$ cat config.mk
export PLATFORM = sky130hd
export DESIGN_NAME = twiddle_sequencer
export DESIGN_NICKNAME = d
export VERILOG_FILES = /design/src/rtl/twiddle_sequencer.sv
export SDC_FILE = /design/constraint.sdc
export NUM_CORES = 1
export LEC_CHECK = 0
export CAP_MARGIN = 20
export CORE_MARGIN = 2
export CORE_UTILIZATION = 28
export DETAILED_ROUTE_END_ITERATION = 7
export MAX_ROUTING_LAYER = met4
export PLACE_DENSITY = 0.56
export SLEW_MARGIN = 0
export SYNTH_ARGS = -nofsm -noshare
export SYNTH_HDL_FRONTEND = slang
export SYNTH_SLANG_ARGS = --single-unit
$ cat constraint.sdc
create_clock -name clk -period 9.88 [get_ports clk]
set_input_delay 1.976 -clock clk [delete_from_list [all_inputs] [get_ports clk]]
set_output_delay 1.976 -clock clk [all_outputs]
set_load 0.01 [all_outputs]
$ cat src/rtl/twiddle_sequencer.sv
// Walks every butterfly of an N-point radix-2 DIF FFT, addresses the twiddle ROM and
// streams {idx_a, idx_b, stage, twiddle, last} to the butterfly datapath over valid/ready.
module twiddle_sequencer #(
    parameter int N_LOG2  = 10,
    parameter int ROM_LEN = 512
) (
    input  logic                clk,
    input  logic                rst,
    input  logic                start,
    output logic                busy,
    output logic                done,
    output logic [15:0]         rom_addr,
    input  logic signed [15:0]  rom_w_re,
    input  logic signed [15:0]  rom_w_im,
    output logic                out_valid,
    input  logic                out_ready,
    output logic signed [15:0]  out_w_re,
    output logic signed [15:0]  out_w_im,
    output logic [N_LOG2-1:0]   out_idx_a,
    output logic [N_LOG2-1:0]   out_idx_b,
    output logic [3:0]          out_stage,
    output logic                out_last
);

    // state | meaning
    // IDLE  | waiting for start; first entry is loaded into P1 on acceptance
    // RUN   | entries flow P1 -> OUT; leaves when the last entry is accepted
    typedef enum logic {IDLE, RUN} state_t;

    localparam logic [N_LOG2-1:0] ONE   = N_LOG2'(1);
    localparam logic [N_LOG2-1:0] K_MAX = N_LOG2'((1 << (N_LOG2 - 1)) - 1);
    localparam logic [3:0]        S_MAX = 4'(N_LOG2 - 1);

    if (N_LOG2 < 1 || N_LOG2 > 15) begin : g_bad_n_log2
        $error("twiddle_sequencer: N_LOG2 must be in 1..15");
    end
    if (ROM_LEN != (1 << (N_LOG2 - 1))) begin : g_bad_rom_len
        $error("twiddle_sequencer: ROM_LEN must equal N/2");
    end

    state_t            state;
    logic [3:0]        s_cnt;
    logic [N_LOG2-1:0] k_cnt;

    logic              p1_valid;
    logic              p1_last;
    logic [N_LOG2-1:0] p1_idx_a;
    logic [N_LOG2-1:0] p1_idx_b;
    logic [3:0]        p1_stage;

    logic [3:0]        g_s;
    logic [3:0]        g_sh;
    logic [N_LOG2-1:0] g_k;
    logic [N_LOG2-1:0] g_span;
    logic [N_LOG2-1:0] g_j;
    logic [N_LOG2-1:0] g_grp;
    logic [N_LOG2-1:0] g_idx_a;
    logic [N_LOG2-1:0] g_idx_b;
    logic [N_LOG2-1:0] g_addr;
    logic              g_last;
    logic              adv;
    logic              more;

    // (s_cnt, k_cnt) is the entry currently in P1; g_* is the entry that follows it.
    // span is a power of two, so mod/div reduce to a mask and a shift by (N_LOG2-1-s).
    always_comb begin
        g_s = s_cnt;
        g_k = k_cnt + ONE;
        if (state == IDLE) begin
            g_s = '0;
            g_k = '0;
        end else if (k_cnt == K_MAX) begin
            g_s = s_cnt + 4'd1;
            g_k = '0;
        end
        g_sh    = S_MAX - g_s;
        g_span  = ONE << g_sh;
        g_j     = g_k & (g_span - ONE);
        g_grp   = g_k >> g_sh;
        g_idx_a = ((g_grp << 1) << g_sh) | g_j;
        g_idx_b = g_idx_a | g_span;
        g_addr  = g_j << g_s;
        g_last  = (g_s == S_MAX) && (g_k == K_MAX);
    end

    assign adv  = !out_valid || out_ready;
    assign more = p1_valid && !p1_last;

    always_ff @(posedge clk) begin
        if (rst) begin
            state     <= IDLE;
            busy      <= 1'b0;
            done      <= 1'b0;
            s_cnt     <= '0;
            k_cnt     <= '0;
            p1_valid  <= 1'b0;
            p1_last   <= 1'b0;
            p1_idx_a  <= '0;
            p1_idx_b  <= '0;
            p1_stage  <= '0;
            rom_addr  <= '0;
            out_valid <= 1'b0;
            out_last  <= 1'b0;
            out_w_re  <= '0;
            out_w_im  <= '0;
            out_idx_a <= '0;
            out_idx_b <= '0;
            out_stage <= '0;
        end else begin
            done <= 1'b0;
            case (state)
                IDLE: begin
                    busy <= 1'b0;
                    // a start coinciding with the done pulse is dropped
                    if (start && !done) begin
                        state    <= RUN;
                        busy     <= 1'b1;
                        s_cnt    <= g_s;
                        k_cnt    <= g_k;
                        p1_valid <= 1'b1;
                        p1_last  <= g_last;
                        p1_idx_a <= g_idx_a;
                        p1_idx_b <= g_idx_b;
                        p1_stage <= g_s;
                        rom_addr <= 16'(g_addr);
                    end
                end
                RUN: begin
                    if (adv) begin
                        out_valid <= p1_valid;
                        out_last  <= p1_last;
                        out_idx_a <= p1_idx_a;
                        out_idx_b <= p1_idx_b;
                        out_stage <= p1_stage;
                        out_w_re  <= rom_w_re;
                        out_w_im  <= rom_w_im;
                        if (more) begin
                            s_cnt    <= g_s;
                            k_cnt    <= g_k;
                            p1_last  <= g_last;
                            p1_idx_a <= g_idx_a;
                            p1_idx_b <= g_idx_b;
                            p1_stage <= g_s;
                            rom_addr <= 16'(g_addr);
                        end else begin
                            p1_valid <= 1'b0;
                        end
                    end
                    if (out_valid && out_ready && out_last) begin
                        done  <= 1'b1;
                        state <= IDLE;
                    end
                end
                default: state <= IDLE;
            endcase
        end
    end

endmodule

==> out/results.ini <==
[run_status]
status = finished clean

[floorplanning]
coreArea_um2 = 19600
row_count = 51
dieArea_um2 = 21200
start_util = 0.287
die_y_um = 146
die_width_um = 146
ios = 112

[grt]
use_met2 = 0.249
antenna_found_initial = 0
busiest_layer = met2
grt_pass1_wl_mm = 28.9
grt_util_met3 = 0.0361
grt_pass1_vias = 5123
grt_use_met1 = 0.243
overflow = 0
grt_max_degree = 83
grt_use_total = 0.172

[synth]
synth_flop_cell = dfxtp_1
synth_edf_count = 0
ys_seq_elements = 107
synth_top_area_share = 0.381
synth_cell_types = 80
post-synth-top-count-cell = nand2_1
synth_compound_area_frac = 0.249
ys_warn_count = 0
synth.area.top_cells = dfxtp_1, nand2_1, a21oi_1
avgSynthCellArea_um2 = 7.46
async_reset_ff_frac = 0
ys_seq_area_frac = 0.381
synth_fa_ha_area_frac = 0.00891
synthCells = 753
yosys.area.top_type = dfxtp_1
synth.cell_area_um2 = 5620
synth_common_cells = nand2_1, dfxtp_1, a21oi_1
synthXorXnorAreaFrac = 0.0151
synth_top_family_by_area = simple AND/OR/NAND/NOR gates
synthSimpleGateAreaFrac = 0.264
synthMuxAreaShare = 0.0200

[route]
wl_per_cell_um = 16.5
vias = 5626
routed_wl_mm = 18.0
first_pass_iters = 5
drt_first_iter_violations = 500
antenna_left = 0
post-route-drc-count = 0
routed_via_density = 5.18

[pwr]
p_per_area_nw_per_um2 = 135
ir_drop_v = 0.0000783
p_leak_nw = 2.36

[critical_path]
cp-end-kind = flop
arrival_ns = 6.00
critPathSlowestCell = ha_1
path_class = flop to flop
cp_max_fo = 20
rrSetupSlack_ns = 4.12
crit_top_cell = ha_1
max_stage_delay_ns = 0.76
cp.required_ns = 10.12
cp-start-kind = flop
crit_chain = ha_1 > nand4_2 > nor4_1 > a31o_2 > inv_1 > ha_1 > nor2_1 > mux2_4 > nand2_1 > ha_1 > nand2_1 > xnor2_1 > o21ai_0 > a311oi_2 > a211oi_1

[placed_design]
place.gp.congestion = 0.907
hpwl_mm = 12.6
io_buffer_count = 105
placed_area_um2 = 6820

[clocking]
cts_tree = built
cts_setup_buffers = 0
clk_pin_slew_worst_paths_ns = 0.07
cts-root-buf = clkbuf_16
clock-sinks = 107
post_cts_resized = 0
postCtsHoldBufs = 0
clk_latency_ns = 0.36
htreeDepth = 3
cts_buffers = 9
clockBufferDepth = 2

[layout]
nets = 857
fin_util = 0.365
fill_cells = 2105
n_antenna_cell = 0
areaGrowthSynthToFinish_pct = 27.2
drive_gt1_frac = 0.0791
fin_area_um2 = 7150

[timing]
finalSetupTns_ns = 0
fin_crit_sh = 0.583
finalWorstPathRequiredPeriod_ns = 5.76
skew_ns = 0.00596
setup-violations-final = 0
fmax_ghz = 0.174
slew_violations = 0
worst_slew_pin_slew_ns = 0.859
hold_viol = 0
relSlewSlack = 0.422
rsz0062_at_grt = false

[run]
max_cap_viol_count = 0

[worst_hold_path]
min_path_type = flop to flop

-- path summary, 6_finish.rpt --
| kind | from | to | cells after the start |
|---|---|---|---|
| worst max register to register | k_cnt[0] | p1_idx_b[6] | 15 |
| worst max-delay path | k_cnt[0] | p1_idx_b[6] | 15 |
| worst min register to register | p1_idx_a[1] | out_idx_a[1] | 2 |
| worst min-delay path | p1_idx_a[1] | out_idx_a[1] | 2 |
-- registers in the layout, summed over array words and instances (netlist names) --
signal,cells
busy,1
done,1
k_cnt,10
out_idx_a,10
out_idx_b,10
out_last,1
out_stage,4
out_valid,1
out_w_im,16
out_w_re,16
p1_idx_a,10
p1_idx_b,10
p1_last,1
p1_stage,4
p1_valid,1
rom_addr,10
state,1
-- cells by family after synthesis --
logic type                 Yosys count
and+or+nand+nor                    330
AOI/OAI and AO/OA                  216
DFF                                107
buffers and inverters               79
xor gates and xnor gates             8
muxes                                8
adders and majority gates            4
other                                1
-- area by class of cell --
cell class | instances | area (um^2) | area share
Inverter | 13 | 48.8 | 0.00683
Tap cell | 265 | 332 | 0.0464
Sequential cell | 107 | 2140 | 0.300
Timing Repair Buffer | 114 | 1120 | 0.156
Clock inverter | 6 | 83.8 | 0.0117
Clock buffer | 10 | 239 | 0.0334
Multi-Input combinational cell | 572 | 3180 | 0.446
-- report_power, final --
group | internal (mW) | switching, mW
Sequential | 0.449 | 0.0115
Clock | 0.209 | 0.175
Combinational | 0.0529 | 0.0694
-- routing by layer --
layer | wire (um) | share of wire | vias to the layer above
li1 | - | - | 2776
met1 | 8740 | 0.49 | 2603
met2 | 7740 | 0.43 | 217
met3 | 1190 | 0.066 | 30
met4 | 303 | 0.017 | 0
met5 | 0 | 0 | -
-- per-stage QoR --
stage	std cells	total power, mW	hold WS (ns)	setup WS [ns]
after global placement	1071	0.595	0.440	4.47
final	1087	0.968	0.453	4.12
after CTS	1087	0.981	0.451	4.23
after global routing	1087	1.01	0.468	3.72
after detailed placement	1071	0.594	0.446	4.26
after floorplan	758	0.537	0.432	5.42
-- critical path, delay by kind of cell (launching register included) --
kind	cells	cell delay [ns]
AOI/OAI and AO/OA	4	1.03
xor gates and xnor gates	1	0.41
adders and majority gates	3	1.68
buffers and inverters	1	0.44
DFF	1	0.53
muxes	1	0.39
and+or+nand+nor	5	1.17
-- cells in the final DEF (no fill, tap or decap), drive strengths merged, types with 4 or more instances in the layout --
cell and instances:
nand2 180, dfxtp 107, clkdlybuf4s50 104, a21oi 98, nor2 60, nand3 28
o21ai 27, nor3 17, a31oi 15, inv 14, a211oi 12, buf 10
nand4 10, clkbuf 10, a22oi 9, o211ai 7, conb 6, xnor2 6
a31o 5, nor4 5, o21a 5, a311oi 5, mux2i 5, o311ai 5
and4 4, and3 4, ha 4, nand2b 4, or2 4, clkinv 4
(Power assumes the default switching activity.)
